$ cat src/rtl/instr_encoder_if.sv
// Field-level instruction channel between a loader (master) and the encoder (slave).
// in_valid/in_ready handshake; all fields are sampled on the accepting edge.
interface instr_encoder_if #(
  parameter int unsigned ADDR_W = 6
) ();
  logic              in_valid;
  logic              in_ready;
  logic [3:0]        in_cond;
  logic [1:0]        in_op;
  logic [3:0]        in_cmd;
  logic              in_s;
  logic              in_i;
  logic              in_l;
  logic [3:0]        in_rd;
  logic [3:0]        in_rn;
  logic [11:0]       in_src;
  logic [ADDR_W-1:0] in_target;

  modport master (
    output in_valid, in_cond, in_op, in_cmd, in_s, in_i, in_l, in_rd, in_rn, in_src, in_target,
    input  in_ready
  );

  modport slave (
    input  in_valid, in_cond, in_op, in_cmd, in_s, in_i, in_l, in_rd, in_rn, in_src, in_target,
    output in_ready
  );
endinterface

$ cat src/rtl/instr_encoder.sv
// Packs field-level ARM instruction descriptions into 32-bit words and writes them to
// consecutive instruction-memory addresses, optionally reading each word back to verify.
module instr_encoder #(
  parameter int unsigned ADDR_W = 6,
  parameter bit          VERIFY = 1'b1
) (
  input  logic                clk,
  input  logic                reset_n,
  input  logic                start,
  instr_encoder_if.slave      in_if,
  output logic                mem_we,
  output logic [ADDR_W-1:0]   mem_addr,
  output logic [31:0]         mem_wdata,
  input  logic [31:0]         mem_rdata,
  output logic [ADDR_W:0]     wr_count,
  output logic                full,
  output logic                err,
  output logic [1:0]          err_code
);

  localparam logic [ADDR_W:0] FullCount = {1'b1, {ADDR_W{1'b0}}};

  typedef enum logic [1:0] {StIdle, StEnc, StWrite, StCheck} state_e;

  typedef struct packed {
    logic [3:0]        cond;
    logic [1:0]        op;
    logic [3:0]        cmd;
    logic              s;
    logic              i;
    logic              l;
    logic [3:0]        rd;
    logic [3:0]        rn;
    logic [11:0]       src;
    logic [ADDR_W-1:0] target;
  } fields_t;

  state_e            state_q, state_d;
  fields_t           f_q;
  logic              accept;
  logic [31:0]       word_q, word_d;
  logic [ADDR_W-1:0] addr_q, addr_d;
  logic [ADDR_W:0]   cnt_q, cnt_d;
  logic              err_q, err_d;
  logic [1:0]        code_q, code_d;
  logic              ready;
  logic              advance;

  // Encoder datapath from the latched fields
  logic [31:0]       enc_word;
  logic              unsup;
  logic              s_eff;
  logic [3:0]        rd_eff, rn_eff;
  logic [11:0]       src2;
  logic [ADDR_W+1:0] br_off;
  logic [23:0]       imm24;

  assign full      = (cnt_q == FullCount);
  assign ready     = reset_n & (state_q == StIdle) & ~full & ~err_q;
  assign in_if.in_ready = ready;
  assign mem_we    = (state_q == StWrite);
  assign mem_addr  = addr_q;
  assign mem_wdata = word_q;
  assign wr_count  = cnt_q;
  assign err       = err_q;
  assign err_code  = code_q;

  // Offset is relative to the branch's own address plus two words; the true value always
  // fits in ADDR_W+2 two's-complement bits, so plain wrapping subtraction is exact.
  assign br_off = {2'b00, f_q.target} - {2'b00, addr_q} - (ADDR_W + 2)'(2);
  assign imm24  = {{(24 - ADDR_W - 2){br_off[ADDR_W+1]}}, br_off};

  always_comb begin
    enc_word = '0;
    unsup    = 1'b0;
    s_eff    = f_q.s;
    rd_eff   = f_q.rd;
    rn_eff   = f_q.rn;
    src2     = f_q.i ? f_q.src : {8'b0, f_q.src[3:0]};
    unique case (f_q.op)
      2'b00: begin
        unique case (f_q.cmd)
          4'b0100, 4'b0010, 4'b0000, 4'b1100: ;
          4'b1101: rn_eff = '0;
          4'b1010: begin
            s_eff  = 1'b1;
            rd_eff = '0;
          end
          default: unsup = 1'b1;
        endcase
        enc_word = {f_q.cond, 2'b00, f_q.i, f_q.cmd, s_eff, rn_eff, rd_eff, src2};
      end
      2'b01:   enc_word = {f_q.cond, 3'b010, 4'b1100, f_q.l, f_q.rn, f_q.rd, f_q.src};
      2'b10:   enc_word = {f_q.cond, 4'b1010, imm24};
      default: unsup = 1'b1;
    endcase
  end

  always_comb begin
    state_d = state_q;
    word_d  = word_q;
    addr_d  = addr_q;
    cnt_d   = cnt_q;
    err_d   = err_q;
    code_d  = code_q;
    accept  = 1'b0;
    advance = 1'b0;
    unique case (state_q)
      StIdle: begin
        if (start) begin
          addr_d = '0;
          cnt_d  = '0;
          err_d  = 1'b0;
          code_d = 2'b00;
        end else if (in_if.in_valid && ready) begin
          accept  = 1'b1;
          state_d = StEnc;
        end
      end
      StEnc: begin
        if (unsup) begin
          err_d   = 1'b1;
          code_d  = 2'b01;
          state_d = StIdle;
        end else begin
          word_d  = enc_word;
          state_d = StWrite;
        end
      end
      StWrite: begin
        if (VERIFY) begin
          state_d = StCheck;
        end else begin
          advance = 1'b1;
          state_d = StIdle;
        end
      end
      StCheck: begin
        if (mem_rdata != word_q) begin
          err_d  = 1'b1;
          code_d = 2'b10;
        end
        advance = 1'b1;
        state_d = StIdle;
      end
      default: state_d = StIdle;
    endcase
    if (advance) begin
      addr_d = addr_q + 1'b1;
      cnt_d  = full ? cnt_q : cnt_q + 1'b1;
    end
  end

  always_ff @(posedge clk or negedge reset_n) begin
    if (!reset_n) begin
      state_q <= StIdle;
      word_q  <= '0;
      addr_q  <= '0;
      cnt_q   <= '0;
      err_q   <= 1'b0;
      code_q  <= 2'b00;
    end else begin
      state_q <= state_d;
      word_q  <= word_d;
      addr_q  <= addr_d;
      cnt_q   <= cnt_d;
      err_q   <= err_d;
      code_q  <= code_d;
    end
  end

  always_ff @(posedge clk or negedge reset_n) begin
    if (!reset_n) begin
      f_q <= '0;
    end else if (accept) begin
      f_q <= '{cond: in_if.in_cond, op: in_if.in_op, cmd: in_if.in_cmd, s: in_if.in_s,
               i: in_if.in_i, l: in_if.in_l, rd: in_if.in_rd, rn: in_if.in_rn,
               src: in_if.in_src, target: in_if.in_target};
    end
  end

endmodule

$ cat src/flat_wrapper.sv
// flat-port wrapper written by rule: the top's interface ports become plain ports
module instr_encoder_flat 
#(
  parameter int unsigned ADDR_W = 6,
  parameter bit          VERIFY = 1'b1
)
  (clk, reset_n, start, mem_we, mem_addr, mem_wdata, mem_rdata, wr_count, full, err, err_code, in_if_in_valid, in_if_in_cond, in_if_in_op, in_if_in_cmd, in_if_in_s, in_if_in_i, in_if_in_l, in_if_in_rd, in_if_in_rn, in_if_in_src, in_if_in_target, in_if_in_ready);
  instr_encoder_if #(.ADDR_W(ADDR_W)) in_if_i ();
  input  logic clk;
  input  logic reset_n;
  input  logic start;
  output logic mem_we;
  output logic [ADDR_W-1:0] mem_addr;
  output logic [31:0] mem_wdata;
  input  logic [31:0] mem_rdata;
  output logic [ADDR_W:0] wr_count;
  output logic full;
  output logic err;
  output logic [1:0] err_code;
  input wire logic [$bits(in_if_i.in_valid)-1:0] in_if_in_valid;
  input wire logic [$bits(in_if_i.in_cond)-1:0] in_if_in_cond;
  input wire logic [$bits(in_if_i.in_op)-1:0] in_if_in_op;
  input wire logic [$bits(in_if_i.in_cmd)-1:0] in_if_in_cmd;
  input wire logic [$bits(in_if_i.in_s)-1:0] in_if_in_s;
  input wire logic [$bits(in_if_i.in_i)-1:0] in_if_in_i;
  input wire logic [$bits(in_if_i.in_l)-1:0] in_if_in_l;
  input wire logic [$bits(in_if_i.in_rd)-1:0] in_if_in_rd;
  input wire logic [$bits(in_if_i.in_rn)-1:0] in_if_in_rn;
  input wire logic [$bits(in_if_i.in_src)-1:0] in_if_in_src;
  input wire logic [$bits(in_if_i.in_target)-1:0] in_if_in_target;
  output wire logic [$bits(in_if_i.in_ready)-1:0] in_if_in_ready;
  assign in_if_i.in_valid = in_if_in_valid;
  assign in_if_i.in_cond = in_if_in_cond;
  assign in_if_i.in_op = in_if_in_op;
  assign in_if_i.in_cmd = in_if_in_cmd;
  assign in_if_i.in_s = in_if_in_s;
  assign in_if_i.in_i = in_if_in_i;
  assign in_if_i.in_l = in_if_in_l;
  assign in_if_i.in_rd = in_if_in_rd;
  assign in_if_i.in_rn = in_if_in_rn;
  assign in_if_i.in_src = in_if_in_src;
  assign in_if_i.in_target = in_if_in_target;
  assign in_if_in_ready = in_if_i.in_ready;
  instr_encoder #(.ADDR_W(ADDR_W), .VERIFY(VERIFY)) u_core (.clk(clk), .reset_n(reset_n), .start(start), .in_if(in_if_i), .mem_we(mem_we), .mem_addr(mem_addr), .mem_wdata(mem_wdata), .mem_rdata(mem_rdata), .wr_count(wr_count), .full(full), .err(err), .err_code(err_code));
endmodule
$ cat config.mk
export PLATFORM = sky130hd
export DESIGN_NAME = instr_encoder_flat
export DESIGN_NICKNAME = d
export VERILOG_FILES = /design/src/rtl/instr_encoder_if.sv /design/src/rtl/instr_encoder.sv /design/src/flat_wrapper.sv
export SDC_FILE = /design/constraint.sdc
export NUM_CORES = 1
export LEC_CHECK = 0
export ABC_AREA = 1
export CELL_PAD_IN_SITES_DETAIL_PLACEMENT = 1
export CELL_PAD_IN_SITES_GLOBAL_PLACEMENT = 1
export CORE_ASPECT_RATIO = 0.5
export CORE_MARGIN = 4
export CORE_UTILIZATION = 25
export DETAILED_ROUTE_END_ITERATION = 10
export PLACE_DENSITY = 0.63
export SLEW_MARGIN = 20
export SYNTH_ARGS = -nofsm -noshare
export SYNTH_HDL_FRONTEND = slang
export SYNTH_SLANG_ARGS = --single-unit
$ cat constraint.sdc
create_clock -name clk -period 4.9 [get_ports clk]
set_clock_uncertainty 0.1 [all_clocks]
set_input_delay 0.98 -clock clk [delete_from_list [all_inputs] [get_ports clk]]
set_output_delay 0.98 -clock clk [all_outputs]
set_load 0.005 [all_outputs]
==> results of run 1 <==
[how the worst min path moves through the flow]
stage                                    from                              to  slack [ns]  cells past startpoint
2_1_floorplan  u_core.err_code[0]$_DFFE_PN0P_  u_core.err_code[0]$_DFFE_PN0P_        0.37                      2
3_3_place_gp   u_core.err_code[1]$_DFFE_PN0P_  u_core.err_code[1]$_DFFE_PN0P_        0.38                      2
3_5_place_dp   u_core.err_code[0]$_DFFE_PN0P_  u_core.err_code[0]$_DFFE_PN0P_        0.38                      2
4_1_cts        u_core.err_code[0]$_DFFE_PN0P_  u_core.err_code[0]$_DFFE_PN0P_        0.41                      2
5_1_grt            u_core.f_q[27]$_DFFE_PN0P_      u_core.f_q[27]$_DFFE_PN0P_        0.43                      1
6_report       u_core.err_code[0]$_DFFE_PN0P_  u_core.err_code[0]$_DFFE_PN0P_        0.40                      2
[through the flow]
step | area [um^2] | utilization | worst slack (ns)
after global routing | 6880 | 0.350 | 1.47
final | 6880 | 0.350 | 1.62
after detailed placement | 6540 | 0.333 | 1.57
after global placement | 6540 | 0.333 | 1.57
after CTS | 6880 | 0.350 | 1.57
after floorplan | 5050 | - | 2.59
[where the power goes]
group	internal, uW	switching [uW]	total [uW]
sequential	1020	237	1260
clock	499	285	784
combinational	882	1050	1930
total	2400	1570	3970
[cells by family after synthesis]
| family | Yosys count | share of synthesized area |
|---|---|---|
| adder cells (fa/ha/maj) | 20 | 0.0510 |
| buffers and inverters | 82 | 0.0718 |
| AO/OA/AOI/OAI | 71 | 0.0743 |
| multiplexers | 33 | 0.0943 |
| AND/OR/NAND/NOR | 271 | 0.239 |
| XOR/XNOR | 17 | 0.0295 |
| flip-flops | 89 | 0.441 |
[synth_stat cells (8+ instances only)]
cell | instances | area [um^2]
a21oi_1 | 26 | 130
xnor2_1 | 13 | 114
dfrtp_1 | 89 | 2230
mux2_4 | 28 | 420
o21ai_0 | 27 | 135
nand2_2 | 14 | 87.6
nand2_1 | 167 | 627
inv_1 | 65 | 244
nor2_1 | 34 | 128
ha_1 | 19 | 238
nor3_1 | 8 | 40.0
nand3_1 | 24 | 120
o21ai_1 | 8 | 40.0
[critical path: cells and delay by family]
kind / cells / cell delay, ns
buf+inv: 3 / 0.94
simple gates: 3 / 0.26
[registers in the layout, indices dropped and copies added, names as in the netlist, named ones only]
signal	cells
u_core.state_q	1
u_core.wr_count	7
u_core.mem_wdata	32
u_core.mem_addr	6
u_core.err_code	2
u_core.err	1
u_core.f_q	39
[metal layers]
layer  vias to the layer above  track usage  wire length [um]
li1                       2129            -                 -
met1                      2024        0.180              7170
met2                        38        0.235              7540
met3                         7       0.0272               422
met4                         0       0.0251               125
met5                         -            0                 0
[layout make-up]
class	instances	area, um^2	share of cell area
repair buffers	127	1260	0.184
multi-input cells	412	2460	0.358
inverters	68	255	0.0371
flip-flops and latches	89	2230	0.324
clock buffers	11	233	0.0338
well taps	266	333	0.0484
clock inverters	5	104	0.0151
==> impl_summary.txt, run 1 <==
----------------------------------------------------
[Run status]
  Result of the run ... completed

[CTS]
  CTS sink cnt ... between 80 and 90
  Clock H-tree levels ... 3
  Clock tree from TritonCTS ... done
  Root buffer cell ... clkbuf_16
  Clock Path Buffers ... 2
  Post-CTS Hold Fix Bufs ... 0
  Post-CTS sizing ... 0
  Worst skew pair latency ... 0.34 ns
  Number of clock buffers inserted by TritonCTS ... 9
  CTS clock-pin slew for the worst setup and hold paths ... approximately 0.07 ns
  Setup Buffers After CTS ... 0

[Flow run]
  Max_cap viols ... 0

[Setup path]
  Worst Setup EP ... in_if_in_ready
  Slowest cell on crit path ... clkdlybuf4s50_1
  Startpoint of the worst setup timing path ... reset_n
  Worst reg-to-reg path cell count ... 7
  Slack of the worst reg-to-reg path ... ~2.3 ns
  R2r startpoint ... u_core.f_q[33]$_DFFE_PN0P_
  Data required time of the worst path ... about 3.8 ns
  Critical path class ... primary input to primary output
  Category of the worst setup path launch point ... primary input
  Crit path arrival time ... about 2.2 ns
  Highest fanout seen on the critical path ... 33
  Largest stage delay, worst path ... approximately 0.50 ns
  Category of the worst setup path capture point ... primary output
  Most numerous cell on the critical path ... nand2_1
  Reg-to-reg critical path endpoint ... u_core.mem_wdata[0]$_DFFE_PN0P_
  Critical-path cell list ... buf_4, nand2_1, nor2_1, nand2_1, inv_2, clkdlybuf4s50_1

[Floorplan]
  Number of standard-cell rows in the floorplan ... 36
  Initial cell density of the core ... 0.257
  Placeable core area ... roughly 20,000 um^2
  I/O Pins ... 126
  Die W ... around 210 um
  Die Outline Area ... 22,700 um^2
  Die Y ... about 110 um

[STA]
  Worst Hold Slack ... between 0.4 and 0.5 ns
  Slew margin rel. ... 0.441
  Setup total negative slack ... 0 ns
  Final-report hold violation count ... 0
  Min Clock Period, post-route ... 3.28 ns
  Pin slew with the least headroom to its limit ... approximately 0.84 ns
  Share of the cycle needed by the critical path after routing ... 0.668
  Setup-violating endpoint count in the final report ... 0
  Unrepaired setup endpoints after global routing ... no
  Pins Over Slew Limit ... 0
  Highest clock rate ... 0.305 GHz

[Route]
  Post-detailed-routing wire length ... between 15,000 and 20,000 um
  Average routed wire per standard cell ... 15.6 um
  Via Count ... roughly 4,200
  DRT Pass-1 Iters ... 4
  Number of vias per cell ... ~4.3
  Number of violations reported at the end of detailed-routing iteration 0 ... 174
  Count of antenna-violating nets left after detailed routing ... 0
  Post-route DRC violation count ... 0

[Finish]
  Most common cell after layout, fill and taps aside ... nand2_1
  Antenna Cells ... 0
  Post-layout net count ... approximately 800
  Non-filler instance count after layout ... approximately 1,000
  Layout cells sized above 1 ... 0.112
  Filler cell count in the final layout ... roughly 2,300
  Commonest cells after routing, fill and taps aside ... 167 x nand2_1, 124 x clkdlybuf4s50_1, 89 x dfrtp_1, 65 x inv_1, 34 x nor2_1
  Layout Area Growth over Synthesis ... 36.1%

[Global route]
  First-pass GRT wire length ... between 20,000 and 25,000 um
  GRT Residual Overflow ... 0
  Number of global-route vias before repair ... approximately 4,500
  Global-route usage over all layers ... 0.136
  Initial antenna violation count ... 0
  Pin count of the biggest net entering global routing ... 59

[Synth]
  Syn_nets ... ~680
  Number of distinct standard cells referenced by the synthesized netlist ... 39
  Top FF cell, synth ... dfrtp_1
  Post-synthesis sequential element count ... around 90
  Share of synthesized flip-flops with an asynchronous set or reset ... 1.00
  Number of flops mapped to enable cells by yosys ... 0
  Post-Syn Area ... roughly 5000 um^2
  Share of synthesized area occupied by flip-flops and latches ... 0.441
  Mapped Cells ... 583
  Count of synthesis-stage warnings from yosys ... 0
  Syn_area_per_cell ... 8.67 um^2

[Power and ir drop]
  Power per Cell Area ... 578 nW/um^2
  Leakage power ... roughly 0.0033 uW
  Total power ... slightly below 4000 uW
  Worst IR Drop VDD ... 232 uV

[Placement]
  Half-perimeter wire length after detailed placement ... about 12,000 um
  IO Port Bufs ... 125
  Routability congestion estimate from global placement ... roughly 0.8
  Post-Place Cells ... between 900 and 1,000

[Hold path]
  Class of the tightest hold or removal check ... flop to flop

----------------------------------------------------
Note: power is estimated with default switching activity, not from simulation.
==> run 2, diff against run 1 <==
clock period = 3.12 ns   (was 4.9 ns; I/O delays follow)
==> run 2 against run 1 <==
Clock power is 49% higher. Sequential power is 58% higher. Core utilization is 0.30 points higher. Sequential cell count stayed put. Design area is 0.85% higher. Worst setup slack worse by 1.2 ns. Clock-buffer cell count is 1 lower. Cell count is 0.51% higher.
==> impl_summary.txt, run 2 (synthesis results as in run 1) <==
----------------------------------------------------
[Placement]
  IO Port Bufs ... 125
  Half-perimeter wire length after detailed placement ... approximately 12,000 um
  Routability congestion estimate from global placement ... a little under 0.8
  Post-Place Cells ... just under 1,000

[Floorplan]
  I/O Pins ... 126
  Die Y ... between 100 and 150 um
  Die W ... 209 um
  Initial cell density of the core ... 0.257
  Die Outline Area ... 22,700 um^2
  Number of standard-cell rows in the floorplan ... 36
  Placeable core area ... about 20,000 um^2

[STA]
  Slew margin rel. ... 0.583
  Share of the cycle needed by the critical path after routing ... 0.855
  Highest clock rate ... 0.375 GHz
  Setup total negative slack ... 0 ns
  Final-report hold violation count ... 0
  Min Clock Period, post-route ... ~2.7 ns
  Setup-violating endpoint count in the final report ... 0
  Pin slew with the least headroom to its limit ... about 0.62 ns
  Pins Over Slew Limit ... 0
  Unrepaired setup endpoints after global routing ... no

[Finish]
  Filler cell count in the final layout ... between 2,000 and 2,500
  Multi-input logic area ... ~2500 um^2
  Sequential cell area ... roughly 2200 um^2
  Non-filler instance count after layout ... between 900 and 1,000
  Post-layout net count ... just over 800
  Layout Area Growth over Synthesis ... 37.3%
  Most common cell after layout, fill and taps aside ... nand2_1
  Commonest cells after routing, fill and taps aside ... 167 x nand2_1, 124 x clkdlybuf4s50_1, 89 x dfrtp_1, 65 x inv_1, 34 x nor2_1
  Number of flip-flops under the largest register name ... 39
  Antenna Cells ... 0
  Top reg by flops ... u_core.f_q
  Layout cells sized above 1 ... 0.121

[Hold path]
  Class of the tightest hold or removal check ... primary input to async pin

[Route]
  Average routed wire per standard cell ... between 15 and 20 um
  Post-route DRC violation count ... 0
  Post-detailed-routing wire length ... between 15,000 and 20,000 um
  Number of vias per cell ... 4.36
  Via Count ... about 4,300
  Number of violations reported at the end of detailed-routing iteration 0 ... between 150 and 200
  Count of antenna-violating nets left after detailed routing ... 0
  DRT Pass-1 Iters ... 4

[Setup path]
  R2r startpoint ... u_core.mem_addr[0]$_DFFE_PN0P_
  Most numerous cell on the critical path ... nand2_1
  Critical-path cell list ... inv_1, ha_1, nand2_1, nor2_1, nand2_1, inv_2, clkdlybuf4s50_1
  Highest fanout seen on the critical path ... 5
  Category of the worst setup path capture point ... primary output
  Crit path arrival time ... slightly below 2 ns
  Startpoint of the worst setup timing path ... u_core.state_q[0]$_DFFE_PN0P_
  Cell class contributing the biggest share of worst-path delay ... buffers and inverters
  Category of the worst setup path launch point ... flop
  Data required time of the worst path ... about 2.4 ns
  Largest stage delay, worst path ... around 0.50 ns
  Critical path class ... flop to primary output
  Slowest cell on crit path ... clkdlybuf4s50_1
  Critical path buffer and inverter count ... 3

[CTS]
  Clock Path Buffers ... 2
  Setup Buffers After CTS ... 0
  Root buffer cell ... clkbuf_16
  Number of clock buffers inserted by TritonCTS ... 9
  Post-CTS Hold Fix Bufs ... 0
  Clock H-tree levels ... 3
  Worst skew pair latency ... about 0.34 ns
  Clock tree from TritonCTS ... done
  CTS clock-pin slew for the worst setup and hold paths ... about 0.07 ns
  Post-CTS sizing ... 0
  CTS sink cnt ... 89

[Run status]
  Result of the run ... completed

[Global route]
  Pin count of the biggest net entering global routing ... 75
  First-pass GRT wire length ... approximately 24,000 um
  Global-route usage over all layers ... 0.136
  GRT Residual Overflow ... 0
  Number of global-route vias before repair ... 4,488
  Initial antenna violation count ... 0

[Power and ir drop]
  Leakage power ... 0.00335 uW
  Power per Cell Area ... around 890 nW/um^2
  Worst IR Drop VDD ... 328 uV

[Flow run]
  Max_cap viols ... 0

----------------------------------------------------
## run 2: per-layer routing
metal	wire length (um)	up-vias	GRT usage
li1	-	2141	-
met2	7500	42	0.231
met1	7180	2092	0.182
met3	456	10	0.0290
met5	0	-	0
met4	127	0	0.0256
## run 2: path summary, 6_finish.rpt
check	end	slack [ns]	depth (start not counted)
worst max-delay path	in_if_in_ready	0.45	7
worst min-delay path	u_core.mem_addr[4]$_DFFE_PN0P_	0.04	1
worst max register to register	u_core.mem_wdata[13]$_DFFE_PN0P_	0.63	13
worst min register to register	u_core.err_code[1]$_DFFE_PN0P_	0.40	2
max in group asynchronous	u_core.f_q[6]$_DFFE_PN0P_	1.95	3
min in group clk	u_core.err_code[1]$_DFFE_PN0P_	0.40	2
## run 2: final cells by class
class	instances	area share
multi-input cells	412	0.355
flip-flops and latches	89	0.321
repair buffers	133	0.193
well taps	266	0.0480
inverters	68	0.0368
clock buffers	10	0.0344
clock inverters	5	0.0114
## run 2: stage by stage
| step | power (uW) | util | setup slack [ns] | hold slack (ns) | cell area, um^2 |
|---|---|---|---|---|---|
| 5_1_grt | 6770 | 0.353 | 0.282 | 0.0410 | 6940 |
| 6_report | 6200 | 0.353 | 0.452 | 0.0404 | 6940 |
| 2_1_floorplan | 3920 | - | 0.932 | 0.228 | 5050 |
| 4_1_cts | 6310 | 0.352 | 0.424 | 0.0372 | 6910 |
| 3_3_place_gp | 5010 | 0.336 | 0.651 | 0.371 | 6590 |
| 3_5_place_dp | 5090 | 0.336 | 0.644 | 0.378 | 6590 |
## run 2: where the power goes
part	switching, uW	internal [uW]
Combinational	1630	1410
Sequential	380	1610
Clock	452	719
